$ cat src/rtl/axis_fifo_csr_if.sv
// Bus interfaces for axis_fifo_csr: an AXI-Lite slave port and an AXI-Stream link.
// The master modport is the side that drives the valid/payload signals.

interface axi_lite_if #(
  parameter int ADDR_WIDTH = 32
);
  logic [ADDR_WIDTH-1:0] awaddr;
  logic                  awvalid;
  logic                  awready;
  logic [31:0]           wdata;
  logic [3:0]            wstrb;
  logic                  wvalid;
  logic                  wready;
  logic [1:0]            bresp;
  logic                  bvalid;
  logic                  bready;
  logic [ADDR_WIDTH-1:0] araddr;
  logic                  arvalid;
  logic                  arready;
  logic [31:0]           rdata;
  logic [1:0]            rresp;
  logic                  rvalid;
  logic                  rready;

  modport master (
    output awaddr, awvalid, wdata, wstrb, wvalid, bready, araddr, arvalid, rready,
    input  awready, wready, bresp, bvalid, arready, rdata, rresp, rvalid
  );

  modport slave (
    input  awaddr, awvalid, wdata, wstrb, wvalid, bready, araddr, arvalid, rready,
    output awready, wready, bresp, bvalid, arready, rdata, rresp, rvalid
  );
endinterface

interface axi_stream_if #(
  parameter int DATA_WIDTH = 32
);
  logic [DATA_WIDTH-1:0] tdata;
  logic                  tvalid;
  logic                  tready;
  logic                  tlast;

  modport master (output tdata, tvalid, tlast, input tready);
  modport slave  (input tdata, tvalid, tlast, output tready);
endinterface

$ cat src/rtl/axis_fifo_csr.sv
// AXI-Stream FIFO (first-word fall-through, data + tlast) with an AXI-Lite
// control/status slave: flush, drop mode, almost-full threshold, drop and
// packet counters, and a maskable level interrupt.

module axis_fifo_csr #(
  parameter int ADDR_WIDTH = 32,
  parameter int DATA_WIDTH = 32,
  parameter int FIFO_DEPTH = 16,
  parameter int AF_RESET   = FIFO_DEPTH - 2
) (
  input  logic       ACLK,
  input  logic       ARESET,
  axi_lite_if.slave  s_axi,
  axi_stream_if.slave  s_axis,
  axi_stream_if.master m_axis,
  output logic       irq
);

  localparam int AW = $clog2(FIFO_DEPTH);
  localparam int PW = AW + 1;

  localparam logic [3:0] REG_CTRL   = 4'd0;
  localparam logic [3:0] REG_STATUS = 4'd1;
  localparam logic [3:0] REG_THRESH = 4'd2;
  localparam logic [3:0] REG_DROP   = 4'd3;
  localparam logic [3:0] REG_PKT    = 4'd4;
  localparam logic [3:0] REG_IRQ    = 4'd5;

  // ---------------------------------------------------------------- state
  logic                  rst_done_q;
  logic                  aw_held_q, w_held_q;
  logic [ADDR_WIDTH-1:0] awaddr_q;
  logic [31:0]           wdata_q;
  logic [3:0]            wstrb_q;
  logic                  bvalid_q;
  logic [1:0]            bresp_q;
  logic                  rvalid_q;
  logic [31:0]           rdata_q;
  logic [1:0]            rresp_q;

  logic                  drop_mode_q, irq_en_q, flush_q;
  logic [15:0]           thresh_q;
  logic [31:0]           drop_cnt_q, pkt_cnt_q;
  logic [1:0]            irq_status_q;
  logic                  af_q, irq_q;

  logic [PW-1:0]         wr_ptr_q, rd_ptr_q;
  logic [DATA_WIDTH:0]   mem_q [FIFO_DEPTH];

  // ---------------------------------------------------------------- FIFO status
  logic [PW-1:0] occ;
  logic [15:0]   occ16;
  logic          full, empty, almost_full;
  logic          s_hs, push, drop, pop;

  assign occ         = wr_ptr_q - rd_ptr_q;
  assign occ16       = 16'(occ);
  assign full        = (occ == PW'(FIFO_DEPTH));
  assign empty       = (occ == '0);
  assign almost_full = (occ16 >= thresh_q);

  // Readies stay low until the first edge after reset release.
  assign s_axis.tready = rst_done_q && !flush_q && (drop_mode_q || !full);
  assign m_axis.tvalid = !empty && !flush_q;
  assign {m_axis.tlast, m_axis.tdata} = mem_q[rd_ptr_q[AW-1:0]];

  assign s_hs = s_axis.tvalid && s_axis.tready;
  assign push = s_hs && !full;
  assign drop = s_hs && full;
  assign pop  = m_axis.tvalid && m_axis.tready;

  // ---------------------------------------------------------------- AXI-Lite write path
  logic                  aw_hs, w_hs, commit;
  logic [ADDR_WIDTH-1:0] waddr;
  logic [31:0]           wdata_sel;
  logic [3:0]            wstrb_sel;
  logic [3:0]            widx;
  logic                  wr_ctrl, wr_thresh, wr_drop, wr_pkt, wr_irq;

  assign s_axi.awready = rst_done_q && !aw_held_q && !bvalid_q;
  assign s_axi.wready  = rst_done_q && !w_held_q && !bvalid_q;
  assign s_axi.bvalid  = bvalid_q;
  assign s_axi.bresp   = bresp_q;

  assign aw_hs     = s_axi.awvalid && s_axi.awready;
  assign w_hs      = s_axi.wvalid && s_axi.wready;
  assign commit    = (aw_held_q || aw_hs) && (w_held_q || w_hs);
  assign waddr     = aw_held_q ? awaddr_q : s_axi.awaddr;
  assign wdata_sel = w_held_q ? wdata_q : s_axi.wdata;
  assign wstrb_sel = w_held_q ? wstrb_q : s_axi.wstrb;
  assign widx      = waddr[5:2];

  assign wr_ctrl   = commit && (widx == REG_CTRL);
  assign wr_thresh = commit && (widx == REG_THRESH);
  assign wr_drop   = commit && (widx == REG_DROP);
  assign wr_pkt    = commit && (widx == REG_PKT);
  assign wr_irq    = commit && (widx == REG_IRQ);

  // Latch AW and W independently; issue B the cycle after both are present.
  // NOTE: sequential state uses non-blocking assignments so every flop samples pre-edge values.
  always_ff @(posedge ACLK or posedge ARESET) begin
    if (ARESET) begin
      rst_done_q <= 1'b0;
      aw_held_q  <= 1'b0;
      w_held_q   <= 1'b0;
      awaddr_q   <= '0;
      wdata_q    <= '0;
      wstrb_q    <= '0;
      bvalid_q   <= 1'b0;
      bresp_q    <= 2'b00;
    end else begin
      rst_done_q <= 1'b1;
      if (aw_hs) awaddr_q <= s_axi.awaddr;
      if (w_hs) begin
        wdata_q <= s_axi.wdata;
        wstrb_q <= s_axi.wstrb;
      end
      if (bvalid_q && s_axi.bready) bvalid_q <= 1'b0;
      if (commit) begin
        aw_held_q <= 1'b0;
        w_held_q  <= 1'b0;
        bvalid_q  <= 1'b1;
        bresp_q   <= (widx <= REG_IRQ) ? 2'b00 : 2'b10;
      end else begin
        if (aw_hs) aw_held_q <= 1'b1;
        if (w_hs)  w_held_q  <= 1'b1;
      end
    end
  end

  // ---------------------------------------------------------------- AXI-Lite read path
  logic        ar_hs;
  logic [31:0] rd_data_c;
  logic [1:0]  rd_resp_c;

  assign s_axi.arready = rst_done_q && !rvalid_q;
  assign s_axi.rvalid  = rvalid_q;
  assign s_axi.rdata   = rdata_q;
  assign s_axi.rresp   = rresp_q;
  assign ar_hs         = s_axi.arvalid && s_axi.arready;

  // Register read mux; unmapped offsets return a marker with SLVERR.
  // NOTE: every always_comb output gets a default first so no path can infer a latch.
  always_comb begin
    rd_data_c = 32'hDEAD_BEEF;
    rd_resp_c = 2'b10;
    case (s_axi.araddr[5:2])
      REG_CTRL:   begin rd_data_c = {29'd0, irq_en_q, drop_mode_q, 1'b0}; rd_resp_c = 2'b00; end
      REG_STATUS: begin rd_data_c = {13'd0, almost_full, full, empty, occ16}; rd_resp_c = 2'b00; end
      REG_THRESH: begin rd_data_c = {16'd0, thresh_q}; rd_resp_c = 2'b00; end
      REG_DROP:   begin rd_data_c = drop_cnt_q; rd_resp_c = 2'b00; end
      REG_PKT:    begin rd_data_c = pkt_cnt_q; rd_resp_c = 2'b00; end
      REG_IRQ:    begin rd_data_c = {30'd0, irq_status_q}; rd_resp_c = 2'b00; end
      default:    ;
    endcase
  end

  // Capture read data on AR handshake and hold R until accepted.
  always_ff @(posedge ACLK or posedge ARESET) begin
    if (ARESET) begin
      rvalid_q <= 1'b0;
      rdata_q  <= '0;
      rresp_q  <= 2'b00;
    end else if (ar_hs) begin
      rvalid_q <= 1'b1;
      rdata_q  <= rd_data_c;
      rresp_q  <= rd_resp_c;
    end else if (rvalid_q && s_axi.rready) begin
      rvalid_q <= 1'b0;
    end
  end

  // ---------------------------------------------------------------- control / status registers
  // CTRL, THRESH, counters, sticky interrupt bits and the registered irq.
  always_ff @(posedge ACLK or posedge ARESET) begin
    if (ARESET) begin
      drop_mode_q  <= 1'b0;
      irq_en_q     <= 1'b0;
      flush_q      <= 1'b0;
      thresh_q     <= 16'(AF_RESET);
      drop_cnt_q   <= '0;
      pkt_cnt_q    <= '0;
      irq_status_q <= '0;
      af_q         <= 1'b0;
      irq_q        <= 1'b0;
    end else begin
      flush_q <= wr_ctrl && wstrb_sel[0] && wdata_sel[0];
      if (wr_ctrl && wstrb_sel[0]) begin
        drop_mode_q <= wdata_sel[1];
        irq_en_q    <= wdata_sel[2];
      end
      if (wr_thresh && wstrb_sel[0]) thresh_q[7:0]  <= wdata_sel[7:0];
      if (wr_thresh && wstrb_sel[1]) thresh_q[15:8] <= wdata_sel[15:8];

      if (wr_drop)                           drop_cnt_q <= '0;
      else if (drop && (drop_cnt_q != '1))   drop_cnt_q <= drop_cnt_q + 32'd1;

      if (wr_pkt)                 pkt_cnt_q <= '0;
      else if (push && s_axis.tlast) pkt_cnt_q <= pkt_cnt_q + 32'd1;

      // A set event in the same cycle as its W1C wins.
      irq_status_q <= (irq_status_q & ~(wr_irq ? wdata_sel[1:0] : 2'b00))
                    | {drop, almost_full && !af_q};
      af_q  <= almost_full;
      irq_q <= irq_en_q && (|irq_status_q);
    end
  end

  assign irq = irq_q;

  // FIFO pointers; a flush pulse clears both at its end.
  always_ff @(posedge ACLK or posedge ARESET) begin
    if (ARESET) begin
      wr_ptr_q <= '0;
      rd_ptr_q <= '0;
    end else if (flush_q) begin
      wr_ptr_q <= '0;
      rd_ptr_q <= '0;
    end else begin
      if (push) wr_ptr_q <= wr_ptr_q + PW'(1);
      if (pop)  rd_ptr_q <= rd_ptr_q + PW'(1);
    end
  end

  // Storage write port.
  // NOTE: the data array has no reset; the pointers alone decide which entries are valid.
  always_ff @(posedge ACLK) begin
    if (push) mem_q[wr_ptr_q[AW-1:0]] <= {s_axis.tlast, s_axis.tdata};
  end

  // Address bits above [5:2] and unused data/strobe bits are intentionally ignored.
  logic unused_bits;
  assign unused_bits = ^{waddr, s_axi.araddr, wdata_sel[31:16], wstrb_sel[3:2]};

endmodule

$ cat src/flat_wrapper.sv
// flat-port wrapper written by rule: the top's interface ports become plain ports
module axis_fifo_csr_flat 
#(
  parameter int ADDR_WIDTH = 32,
  parameter int DATA_WIDTH = 32,
  parameter int FIFO_DEPTH = 16,
  parameter int AF_RESET   = FIFO_DEPTH - 2
)
  (ACLK, ARESET, irq, s_axi_awaddr, s_axi_awvalid, s_axi_wdata, s_axi_wstrb, s_axi_wvalid, s_axi_bready, s_axi_araddr, s_axi_arvalid, s_axi_rready, s_axi_awready, s_axi_wready, s_axi_bresp, s_axi_bvalid, s_axi_arready, s_axi_rdata, s_axi_rresp, s_axi_rvalid, s_axis_tdata, s_axis_tvalid, s_axis_tlast, s_axis_tready, m_axis_tdata, m_axis_tvalid, m_axis_tlast, m_axis_tready);
  axi_lite_if #(.ADDR_WIDTH(ADDR_WIDTH)) s_axi_i ();
  axi_stream_if #(.DATA_WIDTH(DATA_WIDTH)) s_axis_i ();
  axi_stream_if #(.DATA_WIDTH(DATA_WIDTH)) m_axis_i ();
  input  logic ACLK;
  input  logic ARESET;
  output logic irq;
  input wire logic [$bits(s_axi_i.awaddr)-1:0] s_axi_awaddr;
  input wire logic [$bits(s_axi_i.awvalid)-1:0] s_axi_awvalid;
  input wire logic [$bits(s_axi_i.wdata)-1:0] s_axi_wdata;
  input wire logic [$bits(s_axi_i.wstrb)-1:0] s_axi_wstrb;
  input wire logic [$bits(s_axi_i.wvalid)-1:0] s_axi_wvalid;
  input wire logic [$bits(s_axi_i.bready)-1:0] s_axi_bready;
  input wire logic [$bits(s_axi_i.araddr)-1:0] s_axi_araddr;
  input wire logic [$bits(s_axi_i.arvalid)-1:0] s_axi_arvalid;
  input wire logic [$bits(s_axi_i.rready)-1:0] s_axi_rready;
  output wire logic [$bits(s_axi_i.awready)-1:0] s_axi_awready;
  output wire logic [$bits(s_axi_i.wready)-1:0] s_axi_wready;
  output wire logic [$bits(s_axi_i.bresp)-1:0] s_axi_bresp;
  output wire logic [$bits(s_axi_i.bvalid)-1:0] s_axi_bvalid;
  output wire logic [$bits(s_axi_i.arready)-1:0] s_axi_arready;
  output wire logic [$bits(s_axi_i.rdata)-1:0] s_axi_rdata;
  output wire logic [$bits(s_axi_i.rresp)-1:0] s_axi_rresp;
  output wire logic [$bits(s_axi_i.rvalid)-1:0] s_axi_rvalid;
  input wire logic [$bits(s_axis_i.tdata)-1:0] s_axis_tdata;
  input wire logic [$bits(s_axis_i.tvalid)-1:0] s_axis_tvalid;
  input wire logic [$bits(s_axis_i.tlast)-1:0] s_axis_tlast;
  output wire logic [$bits(s_axis_i.tready)-1:0] s_axis_tready;
  output wire logic [$bits(m_axis_i.tdata)-1:0] m_axis_tdata;
  output wire logic [$bits(m_axis_i.tvalid)-1:0] m_axis_tvalid;
  output wire logic [$bits(m_axis_i.tlast)-1:0] m_axis_tlast;
  input wire logic [$bits(m_axis_i.tready)-1:0] m_axis_tready;
  assign s_axi_i.awaddr = s_axi_awaddr;
  assign s_axi_i.awvalid = s_axi_awvalid;
  assign s_axi_i.wdata = s_axi_wdata;
  assign s_axi_i.wstrb = s_axi_wstrb;
  assign s_axi_i.wvalid = s_axi_wvalid;
  assign s_axi_i.bready = s_axi_bready;
  assign s_axi_i.araddr = s_axi_araddr;
  assign s_axi_i.arvalid = s_axi_arvalid;
  assign s_axi_i.rready = s_axi_rready;
  assign s_axi_awready = s_axi_i.awready;
  assign s_axi_wready = s_axi_i.wready;
  assign s_axi_bresp = s_axi_i.bresp;
  assign s_axi_bvalid = s_axi_i.bvalid;
  assign s_axi_arready = s_axi_i.arready;
  assign s_axi_rdata = s_axi_i.rdata;
  assign s_axi_rresp = s_axi_i.rresp;
  assign s_axi_rvalid = s_axi_i.rvalid;
  assign s_axis_i.tdata = s_axis_tdata;
  assign s_axis_i.tvalid = s_axis_tvalid;
  assign s_axis_i.tlast = s_axis_tlast;
  assign s_axis_tready = s_axis_i.tready;
  assign m_axis_tdata = m_axis_i.tdata;
  assign m_axis_tvalid = m_axis_i.tvalid;
  assign m_axis_tlast = m_axis_i.tlast;
  assign m_axis_i.tready = m_axis_tready;
  axis_fifo_csr #(.ADDR_WIDTH(ADDR_WIDTH), .DATA_WIDTH(DATA_WIDTH), .FIFO_DEPTH(FIFO_DEPTH), .AF_RESET(AF_RESET)) u_core (.ACLK(ACLK), .ARESET(ARESET), .s_axi(s_axi_i), .s_axis(s_axis_i), .m_axis(m_axis_i), .irq(irq));
endmodule
$ cat config.mk
export PLATFORM = sky130hd
export DESIGN_NAME = axis_fifo_csr_flat
export DESIGN_NICKNAME = d
export VERILOG_FILES = /design/src/rtl/axis_fifo_csr_if.sv /design/src/rtl/axis_fifo_csr.sv /design/src/flat_wrapper.sv
export SDC_FILE = /design/constraint.sdc
export NUM_CORES = 1
export LEC_CHECK = 0
export CORE_MARGIN = 8
export CORE_UTILIZATION = 51
export CTS_BUF_LIST = sky130_fd_sc_hd__clkbuf_8
export DETAILED_ROUTE_END_ITERATION = 10
export PLACE_DENSITY_LB_ADDON = 0.25
export SLEW_MARGIN = 0
export SYNTH_ARGS = -nofsm -noshare
export SYNTH_HDL_FRONTEND = slang
export SYNTH_SLANG_ARGS = --single-unit
$ cat constraint.sdc
create_clock -name ACLK -period 13.62 [get_ports ACLK]
set_input_delay 4.086 -clock ACLK [delete_from_list [all_inputs] [get_ports ACLK]]
set_output_delay 4.086 -clock ACLK [all_outputs]
set_load 0.01 [all_outputs]
==> impl_results.md <==
* Peak VDD IR at 0.0000921 V
* Detailed Place HPWL at between 30000 and 40000 um
* Gpl congestion at 0.837
* Synth Flop Type: edfxtp_1
* Final Non-Filler Cells at about 2600
* Yosys warns at 0
* Met2 usage in global routing at 0.333
* CP max stage delay at between 1 and 1.5 ns
* CP delay by family, top: flip-flops
* Crit start category: flip-flop
* Number of flops mapped to enable cells by yosys at 528
* Synth Cell Area at approximately 28000 um^2
* Die ar. at between 60000 and 70000 um^2
* Max clock buf depth at 3
* Tot GR Track Use at 0.198
* Setup Buffers After CTS at 0
* Overall power at between 6 and 7 mW
* Hold slack at 0.476 ns
* Setup violations, final at 0
* Share of cells above drive strength 1 at 0.224
* Yosys top cell by area: edfxtp_1
* Initial DRC Count at 1138
* Seq/Total Area, Yosys at 0.703
* P&R area growth vs syn at 15.9%
* Mean routed wirelength per cell at approximately 24 um
* Total CTS buffers at 110
* Synthesized area per cell at 17.6 um^2
* Largest net degree at the start of global routing at 87
* Final Critical Period at 8.53 ns
* Total Wirelength at ~63000 um
* Met3 Use GR at 0.0404
* Residual DRC count at 0
* Critical path peak fanout at 50
* Initial antenna violation count at 2
* Crit end category: output pin
* Unrepaired setup endpoints after global routing: no
* Fin util at 0.595
* Post-CTS Hold Buffers at 0
* WS Path Type: reg -> out
* CTS root buffer: clkbuf_8
* Synth Register Bits at about 690
* Crit path buf inv count at 2
* CTS sink count at a little under 700
* Final hold vios at 0
* Clk_skew at roughly 0.043 ns
* Die X at 251 um
* First drt pass iteration count at 7
* Fill cell count at between 4000 and 5000
* CP Cell Sequence: ha_1, inv_1, fa_1, xor2_1, nand4b_1, o2bb2a_1, nor2_1, clkdlybuf4s50_1
* Number of cell rows at 86
* Core area at 54900 um^2
* Vias after detailed routing at between 15000 and 20000
* Leak at 11.2 nW
* Async set or reset register ratio after synthesis at 0.230
* Max Fclk at 0.117 GHz
* Fin crit share at 0.627
* NumNets Final at 1954
* Vias in the first global route at 15906
* Status: finished clean
* Max-Cap Viols at 0
* Post-synth top area share at 0.563
* Worst slew margin at 0.131
* Power Density at ~190 nW/um^2
* Inst Count DP at between 2000 and 2500
* Clock slew at reported path FFs at 0.06 ns
* Gr busiest metal: met2
* Critical path's slowest cell: dfrtp_4
* Initial Util at 0.514
* PostCTS Resize Cnt at 0
* Clk_lat worst skew at 0.70 ns
* GR Overflow Total at 0
* H-tree lvl count at 3
* Min-delay worst type: reg -> reg
* Max Slew Vio Count at 0
* Via density per instance at between 5 and 6
* Yosys cell types at 69
* CP Data Arrival Time at 4.45 ns
* First-pass GRT wire length at roughly 95000 um
* Mapped Cells at ~1600
* Worst EP required at approximately 9.5 ns
* Worst-Margin Slew at ~1.3 ns
* Top Ports at 219
* Die H at 251 um
* PortBufs at between 100 and 150
* Top cells by area, synth: edfxtp_1 56%, dfrtp_1 14%, mux4_2 13%, nor2_1 1.8%, xnor2_1 1.6%
* Post-route ant nets at 0
* CTS tree: yes
* Setup_tns at 0 ns
* Met1 Track Usage GR at 0.260
where the power goes:
part           internal [mW]  total [mW]  switching (mW)
sequential              2.44        2.64           0.197
combinational          0.921        1.70           0.777
clock                  0.973        1.79           0.812
state kept, by name, summed over array words and instances (netlist names), 2 cells and up:
name                 cells
u_core.mem_q           528
u_core.drop_cnt_q       32
u_core.pkt_cnt_q        32
u_core.s_axi.rdata      32
u_core.thresh_q         16
u_core.wdata_q          16
u_core.rd_ptr_q          5
u_core.wr_ptr_q          5
u_core.awaddr_q          4
u_core.irq_status_q      2
u_core.wstrb_q           2
cells in the mapped netlist (4+ instances only):
| cell type | count |
|---|---|
| edfxtp_1 | 528 |
| mux4_2 | 165 |
| dfrtp_1 | 155 |
| nor2_1 | 136 |
| nand2_1 | 59 |
| clkbuf_1 | 52 |
| xnor2_1 | 52 |
| a21oi_1 | 45 |
| nand4_1 | 30 |
| nor3_1 | 28 |
| mux2_2 | 25 |
| nor4_1 | 25 |
| mux2i_1 | 24 |
| a221oi_1 | 21 |
| nand3_1 | 21 |
| o21ai_0 | 21 |
| buf_2 | 19 |
| inv_1 | 18 |
| ha_1 | 16 |
| xor2_1 | 14 |
| and3_1 | 13 |
| buf_1 | 13 |
| nor3b_1 | 9 |
| a22oi_1 | 7 |
| and4_1 | 7 |
| nand2b_1 | 7 |
| nor4b_1 | 7 |
| a211oi_1 | 5 |
| nand3b_1 | 5 |
| nor2b_1 | 5 |
| or3_1 | 5 |
| a222oi_1 | 4 |
cell usage in the layout (no fill, tap or decap), types with 25 or more instances in the layout:
master / n
a21oi_1: 45
clkdlybuf4s50_1: 142
nor4_1: 25
clkbuf_8: 114
nand4_1: 30
nand2_1: 59
nor2_1: 134
edfxtp_1: 528
mux4_2: 165
inv_1: 42
xnor2_1: 52
nor3_1: 27
mux2_2: 25
dfrtp_1: 152
buf_4: 29
cell families (layout without fill, tap and decap cells):
family	Yosys count	in the layout	synth area share
adders and majority gates	17	17	0.00781
buffers and inverters	109	393	0.0167
other	2	5	0.000266
and+or+nand+nor	385	385	0.0727
xor gates and xnor gates	66	66	0.0205
AOI/OAI and AO/OA	122	122	0.0286
muxes	214	214	0.150
DFF	686	686	0.703
metal layers:
layer / part of all wire / vias up
li1: - / 6768
met1: 0.41 / 7940
met2: 0.51 / 505
met3: 0.060 / 93
met4: 0.021 / 0
met5: 0 / -
stage by stage:
| stage | worst slack (ns) | area (um^2) |
|---|---|---|
| final | 5.09 | 32700 |
| after global routing | 4.75 | 32700 |
| after CTS | 4.93 | 32700 |
| after detailed placement | 5.70 | 30400 |
| after global placement | 5.67 | 30400 |
| after floorplan | 5.08 | 28200 |
worst reg2reg max path: stages (launching register included):
cell and delay, ns:
dfrtp_4 1.07, ha_1 0.35, inv_1 0.06, fa_1 0.52, nor3b_1 0.24, nand4b_1 0.27, a211oi_4 0.34, buf_4 0.41
nand2b_1 0.45, nor2_1 0.15, and3_2 0.25, buf_4 0.34
layout make-up:
class,count,area (um^2),area share
sequential,686,19800,0.607
tap,704,881,0.0270
timing repair buffer,171,1640,0.0502
multi-input combinational,807,8010,0.245
inverter,19,76.3,0.00234
clock buffer,114,1570,0.0480
clock inverter,89,667,0.0204
antenna,2,5.00,0.000153
worst paths after layout:
kind,from,to,slack (ns),cells after the start
min in group asynchronous,ARESET,u_core.s_axi.bvalid,3.92,2
max in group asynchronous,ARESET,u_core.pkt_cnt_q[25],8.19,3
hold / removal,u_core.s_axi.bresp[1],u_core.s_axi.bresp[1],0.48,1
hold reg to reg,u_core.s_axi.bresp[1],u_core.s_axi.bresp[1],0.48,1
setup reg to reg,u_core.rd_ptr_q[0],u_core.mem_q[11][27],8.81,11
setup / recovery,u_core.rd_ptr_q[0],m_axis_tvalid,5.09,8
No activity file was read; power rests on OpenSTA's default activity.
